**src/rtl/cache_mem_arbiter.sv**
```systemverilog
// Arbitrates icache/dcache line traffic onto one memory port.
// One transaction in flight; ties alternate via last_grant.
module cache_mem_arbiter #(
  parameter int CACHE_LINE_SIZE = 256,
  parameter int ADDR_WIDTH      = 32
) (
  input  logic                       clk,
  input  logic                       rst,
  input  logic                       i_read,
  input  logic [ADDR_WIDTH-1:0]      i_addr,
  output logic [CACHE_LINE_SIZE-1:0] i_rdata,
  output logic                       i_resp,
  input  logic                       d_read,
  input  logic                       d_write,
  input  logic [ADDR_WIDTH-1:0]      d_addr,
  input  logic [CACHE_LINE_SIZE-1:0] d_wdata,
  output logic [CACHE_LINE_SIZE-1:0] d_rdata,
  output logic                       d_resp,
  output logic                       mem_read,
  output logic                       mem_write,
  output logic [ADDR_WIDTH-1:0]      mem_addr,
  output logic [CACHE_LINE_SIZE-1:0] mem_wdata,
  input  logic [CACHE_LINE_SIZE-1:0] mem_rdata,
  input  logic                       mem_resp
);

  typedef enum logic [1:0] {
    IDLE,
    SERVE_I,
    SERVE_D,
    DONE
  } state_t;

  state_t state, state_d;
  logic   last_d;
  logic   i_pend, d_pend;
  logic   grant_i, grant_d;
  logic   done_i, done_d;

  always_comb begin
    state_d = state;
    grant_i = 1'b0;
    grant_d = 1'b0;
    done_i  = 1'b0;
    done_d  = 1'b0;
    i_pend  = i_read;
    d_pend  = d_read | d_write;
    unique case (state)
      IDLE: begin
        if (i_pend && d_pend) begin
          grant_i = last_d;
          grant_d = !last_d;
        end else begin
          grant_i = i_pend;
          grant_d = d_pend;
        end
        if (grant_i)
          state_d = SERVE_I;
        else if (grant_d)
          state_d = SERVE_D;
      end
      SERVE_I: begin
        if (mem_resp) begin
          done_i  = 1'b1;
          state_d = DONE;
        end
      end
      SERVE_D: begin
        if (mem_resp) begin
          done_d  = 1'b1;
          state_d = DONE;
        end
      end
      DONE:    state_d = IDLE;
      default: state_d = IDLE;
    endcase
  end

  // last_d resets high so the icache wins the first tie.
  always_ff @(posedge clk or posedge rst) begin
    if (rst) begin
      state  <= IDLE;
      last_d <= 1'b1;
    end else begin
      state <= state_d;
      if (grant_i)
        last_d <= 1'b0;
      else if (grant_d)
        last_d <= 1'b1;
    end
  end

  always_ff @(posedge clk or posedge rst) begin
    if (rst) begin
      mem_read  <= 1'b0;
      mem_write <= 1'b0;
      mem_addr  <= '0;
      mem_wdata <= '0;
      i_rdata   <= '0;
      d_rdata   <= '0;
      i_resp    <= 1'b0;
      d_resp    <= 1'b0;
    end else begin
      i_resp <= done_i;
      d_resp <= done_d;
      if (grant_i) begin
        mem_addr  <= i_addr;
        mem_read  <= 1'b1;
        mem_write <= 1'b0;
      end else if (grant_d) begin
        mem_addr  <= d_addr;
        mem_read  <= !d_write;
        mem_write <= d_write;
        if (d_write)
          mem_wdata <= d_wdata;
      end else if (done_i || done_d) begin
        mem_read  <= 1'b0;
        mem_write <= 1'b0;
      end
      if (done_i)
        i_rdata <= mem_rdata;
      // Writebacks leave d_rdata untouched.
      if (done_d && mem_read)
        d_rdata <= mem_rdata;
    end
  end

endmodule

```
**config.mk**
```make
export PLATFORM = sky130hd
export DESIGN_NAME = cache_mem_arbiter
export DESIGN_NICKNAME = d
export VERILOG_FILES = /design/src/rtl/cache_mem_arbiter.sv
export SDC_FILE = /design/constraint.sdc
export NUM_CORES = 1
export LEC_CHECK = 0
export CELL_PAD_IN_SITES_DETAIL_PLACEMENT = 2
export CELL_PAD_IN_SITES_GLOBAL_PLACEMENT = 2
export CORE_AREA = 2 2 532 534
export DETAILED_ROUTE_END_ITERATION = 12
export DIE_AREA = 0 0 534 536
export PLACE_DENSITY_LB_ADDON = 0.15
export SLEW_MARGIN = 20
export SYNTH_ARGS = -nofsm -noshare
export SYNTH_HDL_FRONTEND = slang
export SYNTH_SLANG_ARGS = --single-unit
```
**constraint.sdc**
```tcl
create_clock -name clk -period 27 [get_ports clk]
set_input_delay 5.4 -clock clk [delete_from_list [all_inputs] [get_ports clk]]
set_output_delay 5.4 -clock clk [all_outputs]
set_load 0.02 [all_outputs]
```
==> results.md <==
* Final core utilization at 0.187
* Fill count at 30974
* Min-Delay Path Class: reg -> reg
* TritonCTS clock tree: yes
* Crit path time final at 9.12 ns
* Worst Tran Pin Value at 1.04 ns
* DIE HEIGHT at 536 um
* Final Worst Setup Slack at 17.88 ns
* Final WL at 191000 um
* # port buffers at 1385
* I/O pins at 1386
* CTS max path bufs at 4
* Clk sinks at 807
* Syn nets at 2430
* Worst slew margin at 0.305
* Crit Path Max Fanout at 89
* Max Cap Viol at 0
* Synth-to-layout area growth at 72.0%
* DR vias/cell at 3.14
* Die area at 286000 um2
* Hold Crit Start: mem_wdata[144]$_DFFE_PP0P_
* Top cells by count, synth: dfrtp_1 (806), mux2_2 (715), buf_2 (55), mux2_1 (53)
* Crit-path max cell delay at 0.84 ns
* Top-area cell type share of the netlist area at 0.660
* Startpoint Class: input port
* Routed vias at 22376
* Critical Path RT at 27.79 ns
* Finish-stage setup viols at 0
* Number of placement rows at 195
* FMAX at 110 MHz
* Reg2Reg Depth at 8
* Main synth FF type: dfrtp_1
* Hold depth at 1
* Layout Nets at 3854
* CP Buf/Inv Count at 7
* Synth cell types at 30
* Power density over the cells at 139 nW/um2
* RSZ-0062 raised after global routing: no
* Crit-path leading delay family: buffers and inverters
* Die width at 534 um
* Clk root buf: clkbuf_16
* DRC viols at 0
* Post-synth EDFFs at 0
* Share of layout cells above drive strength 1 at 0.288
* Crit. End Element: async pin
* CTS resizes at 0
* Synthesis warning total at 0
* Reg clk slew, reported paths at 0.05 ns
* H-tree depth at 3
* Sequential area share after synthesis at 0.661
* Fin. max-slew vios at 0
* Peak VDD IR at 0.0504 mV
* Worst Skew at 0.0533 ns
* Sum Neg Setup Slack at 0 ns
* Core Area at 281000 um2
* Yosys top cell by area: dfrtp_1
* Hold buffers post-CTS at 0
* Flip-flop and latch area at 20200 um2
* Ys async rst share at 1.00
* Initial Utilization at 0.109
* Mapped Avg Cell Area at 16.6 um2
* CP arrival at 9.90 ns
* Initial antenna violation count at 102
* First-pass DRT Iterations at 5
* Placed insts at 6893
* WP depth at 7
* Synthesized flop and latch total at 807
* Post-synthesis cell count at 1845
* Worst R2R End: d_rdata[17]$_DFFE_PP0P_
* Hold endpoint: mem_wdata[144]$_DFFE_PP0P_
* Most common cell in the netlist: dfrtp_1
* GR Util All Layers at 0.130
* Post-synthesis cell area at 30500 um2
* Largest net degree at the start of global routing at 134
* Slowest-stage cell, CP: buf_4
* Non-Filler Instances at 7125
* Post-route clock period utilization at 0.338
* Synth area leaders: dfrtp_1 (66%), mux2_2 (26%), mux2_1 (2.0%)
* Status: finished, final reports clean
* DR WL/cell at 26.8 um
* Num CTS Buffers at 117
* P_leak at 20.6 nW
* Setup CP Type: in -> async
* Crit path cell chain: clkdlybuf4s50_1 > clkinvlp_4 > buf_12 > buf_4 > buf_4 > buf_4 > buf_4
* Antenna Nets Post-Route at 0
* First-pass GRT wire length at 251000 um
* Setup Fix Bufs, Post-CTS at 0
* Post-DP HPWL at 153000 um
* Critical Path Most Common Cell: buf_4
* Total gr overflow at 0
* Worst skew pair latency at 0.82 ns
* Worst R2R Start: state[0]$_DFFE_PP0P_
* R2r setup slk at 22.70 ns
* Initial DRC count at 573
* GP Congestion at 0.801
* Setup WS pre-CTS at 16.78 ns
* Final hold vios at 0
* Area of the multi-input gates at 9720 um2
* Vias in the first global route at 24999
==> placed cells by master (no fill, tap or decap), types with 2 or more instances in the layout <==
master	n
clkdlybuf4s50_1	1385
mux2_2	715
clkbuf_8	28
nand2_4	2
clkinv_2	22
inv_1	5
bufinv_16	5
dfrtp_1	806
diode_2	28
a21bo_2	32
nand2_1	4
buf_4	25
mux2_1	53
o21ai_0	3
nor3_1	32
clkinvlp_4	3
buf_12	4
inv_6	3
ha_1	2
a31oi_1	32
clkbuf_1	26
clkbuf_16	117
nand3_1	32
==> power breakdown <==
group | internal (W) | switching (W)
Clock | 0.000912 | 0.000616
Combinational | 0.00169 | 0.00188
Sequential | 0.00183 | 0.000367
Total | 0.00443 | 0.00286
==> area by class of cell <==
cell class	count	share of cell area
sequential	807	0.384
timing repair buffer	1414	0.269
multi-input combinational	922	0.185
tap	3743	0.0891
clock buffer	171	0.0649
clock inverter	33	0.00590
antenna	28	0.00133
inverter	7	0.000619
==> flip-flops by register name, indices dropped and copies added, names as in the netlist <==
signal / cells
i_resp: 1
d_resp: 1
mem_read: 1
mem_wdata: 256
mem_addr: 32
d_rdata: 256
mem_write: 1
last_d: 1
i_rdata: 256
state: 2
==> kinds of logic (layout without fill, tap and decap cells) <==
family / Yosys count / in the layout / share of synthesized area
flops: 807 / 807 / 0.661
buf+inv: 116 / 1625 / 0.0222
fa+ha+maj: 3 / 3 / 0.00123
other cells: 0 / 28 / 0
compound gates: 76 / 76 / 0.0204
simple gates: 75 / 75 / 0.0121
mux: 768 / 768 / 0.283
==> per-stage QoR <==
| step | cell area [um2] | hold slack [ns] | total power [W] |
|---|---|---|---|
| 2_1_floorplan | 30600 | 0.480 | 0.00377 |
| 4_1_cts | 52500 | 0.487 | 0.00750 |
| 3_3_place_gp | 48800 | 0.472 | 0.00587 |
| 3_5_place_dp | 48800 | 0.474 | 0.00588 |
| 5_1_grt | 52500 | 0.504 | 0.00771 |
| 6_report | 52500 | 0.483 | 0.00730 |
==> per-layer routing <==
metal / track usage / part of all wire
met2: 0.209 / 0.46
met5: 0 / 0.0030
met3: 0.0734 / 0.13
met1: 0.147 / 0.39
met4: 0.0312 / 0.020
==> worst max-delay path by stage <==
| stage | startpoint | end | slack, ns |
|---|---|---|---|
| 4_1_cts | rst | i_rdata[206]$_DFFE_PP0P_ | 17.71 |
| 5_1_grt | rst | d_rdata[193]$_DFFE_PP0P_ | 17.31 |
| 2_1_floorplan | rst | d_rdata[0]$_DFFE_PP0P_ | 10.52 |
| 6_report | rst | d_rdata[193]$_DFFE_PP0P_ | 17.88 |
| 3_5_place_dp | rst | d_rdata[206]$_DFFE_PP0P_ | 16.78 |
| 3_3_place_gp | rst | d_rdata[206]$_DFFE_PP0P_ | 16.77 |
(Power assumes the default switching activity.)
==> variant: new RTL, same settings <==
Set the parameter `ADDR_WIDTH` to 16 (it was 32).
--- a/src/rtl/cache_mem_arbiter.sv
+++ b/src/rtl/cache_mem_arbiter.sv
@@ -2,7 +2,7 @@
 // One transaction in flight; ties alternate via last_grant.
 module cache_mem_arbiter #(
   parameter int CACHE_LINE_SIZE = 256,
-  parameter int ADDR_WIDTH      = 32
+  parameter int ADDR_WIDTH      = 16
 ) (
   input  logic                       clk,
   input  logic                       rst,
Interface: changed (resized d_addr, i_addr and mem_addr); port bits go from 1386 to 1338. No check against the original RTL was run, so the function may have changed too.
==> variant against the original RTL <==
  * Cell count is 1.7% lower
  * First-iteration DRC count fell by 16%
  * Final area fell by 2.5%
  * Area after synthesis fell by 3.0%
  * Power is 2.9% lower
  * Register-to-register slack worse by 0.82 ns
  * Setup slack worse by 0.72 ns
  * Sequential cell count down 16
  * Wire length decreased by 8.6%
==> variant: results (changes against the original RTL) <==
[worst_setup_path]
arrival_ns = 10.71  ; +0.81 ns
r2r_cells = 10  ; +2
worstPathMaxFanout = 62  ; -30%

[status]
status = finished clean

[finish]
signal_buffers = 1368  ; -3.3%
multi_input_cells = 858  ; -6.9%
drive_gt1_share_pct = 30.7  ; +2.0 points
multi_input_area_share_pct = 18.1  ; -0.39 points
num-nets-final = 3695  ; -4.1%
fillers = 31007  ; +0.11%
nClkBuffers = 185  ; +8.2%
final-clk-cell-share_pct = 7.34  ; +0.25 points
ff_latch_area_um2 = 19800  ; -2.0%

[routing]
first_iter_violations = 479  ; -16%
wl_met2_um = 82200  ; -7.1%
drt_wl_total_um = 174000  ; -8.6%
met3_length_um = 21500  ; -10%
wl_met1_um = 66700  ; -9.9%
wl_per_cell_um = 24.9  ; -7.0%

[grt]
antenna_found_initial = 89  ; -13%
grt_util_met1_pct = 13.3  ; -1.4 points
grt_pass1_vias = 24145  ; -3.4%
grtUsageTotal_pct = 11.9  ; -1.1 points
grt_first_pass_wirelength_um = 233000  ; -7.3%
gr-usage-met2_pct = 19.6  ; -1.3 points
grt_max_degree = 130  ; -3.0%

[synthesis]
synth_cell_types = 28  ; -6.7%
syn-num-nets = 2305  ; -5.1%
synth_fa_ha_area_share_pct = 0.127  ; +0.0038 points
synthCells = 1752  ; -5.0%
synth_mux_area_share_pct = 29.2  ; +0.87 points

[power]
swShare_pct = 38.4  ; -0.83 points
p_leak_nw = 20.0  ; -2.6%
irDropWorstVdd_uv = 50.8  ; +0.89%
combinationalPowerShare_pct = 48.0  ; -0.9 points
clkPwrFrac_pct = 21.6  ; +0.7 points

[placed_design]
hpwlAfterDp_um = 139000  ; -9.5%
gp_congestion = 0.790  ; -1.3%

[clock_network]
cts_buffers = 116  ; -0.85%
clock_sinks = 791  ; -2.0%

[sta]
tightest_slew_ns = 0.943  ; -0.0998 ns
finClkSkew_ns = 0.0161  ; -0.0372 ns

==> variant: cell types whose count changed in the layout (fill, tap and decap cells not counted), moves of 16 or more <==
cell,change
mux2_1,-53
mux2_2,+53
clkdlybuf4s50_1,-48
a21bo_2,-16
a31oi_1,-16
dfrtp_1,-16
nand3_1,-16
nor3_1,-16
==> variant: final timing paths <==
check | start | end | slack [ns]
worst max-delay path | rst | i_rdata[254]$_DFFE_PP0P_ | 17.17
worst min-delay path | d_rdata[29]$_DFFE_PP0P_ | d_rdata[29]$_DFFE_PP0P_ | 0.50
worst max register to register | state[0]$_DFFE_PP0P_ | mem_wdata[115]$_DFFE_PP0P_ | 21.88
worst min register to register | d_rdata[29]$_DFFE_PP0P_ | d_rdata[29]$_DFFE_PP0P_ | 0.50
max in group clk | mem_resp | d_rdata[136]$_DFFE_PP0P_ | 17.57
min in group asynchronous | rst | mem_wdata[216]$_DFFE_PP0P_ | 5.07
==> variant: stage by stage <==
| step | power [mW] | utilization [%] | cell area [µm²] | hold slack [ns] | setup slack, ns |
|---|---|---|---|---|---|
| global route | 7.50 | 18.2 | 51200 | 0.514 | 16.38 |
| finish | 7.09 | 18.3 | 51300 | 0.501 | 17.17 |
| detailed placement | 5.66 | 16.9 | 47400 | 0.492 | 15.90 |
| global placement | 5.64 | 16.9 | 47400 | 0.486 | 15.87 |
| floorplan | 3.68 | - | 29600 | 0.480 | 10.75 |
| CTS | 7.29 | 18.2 | 51200 | 0.506 | 16.83 |
==> variant: critical path, cell delays in order <==
cell and delay (ns):
clkdlybuf4s50_1 0.44, clkinvlp_4 0.54, buf_4 0.76, buf_4 0.59, buf_4 0.65, buf_4 0.62
buf_4 0.79, buf_4 0.68
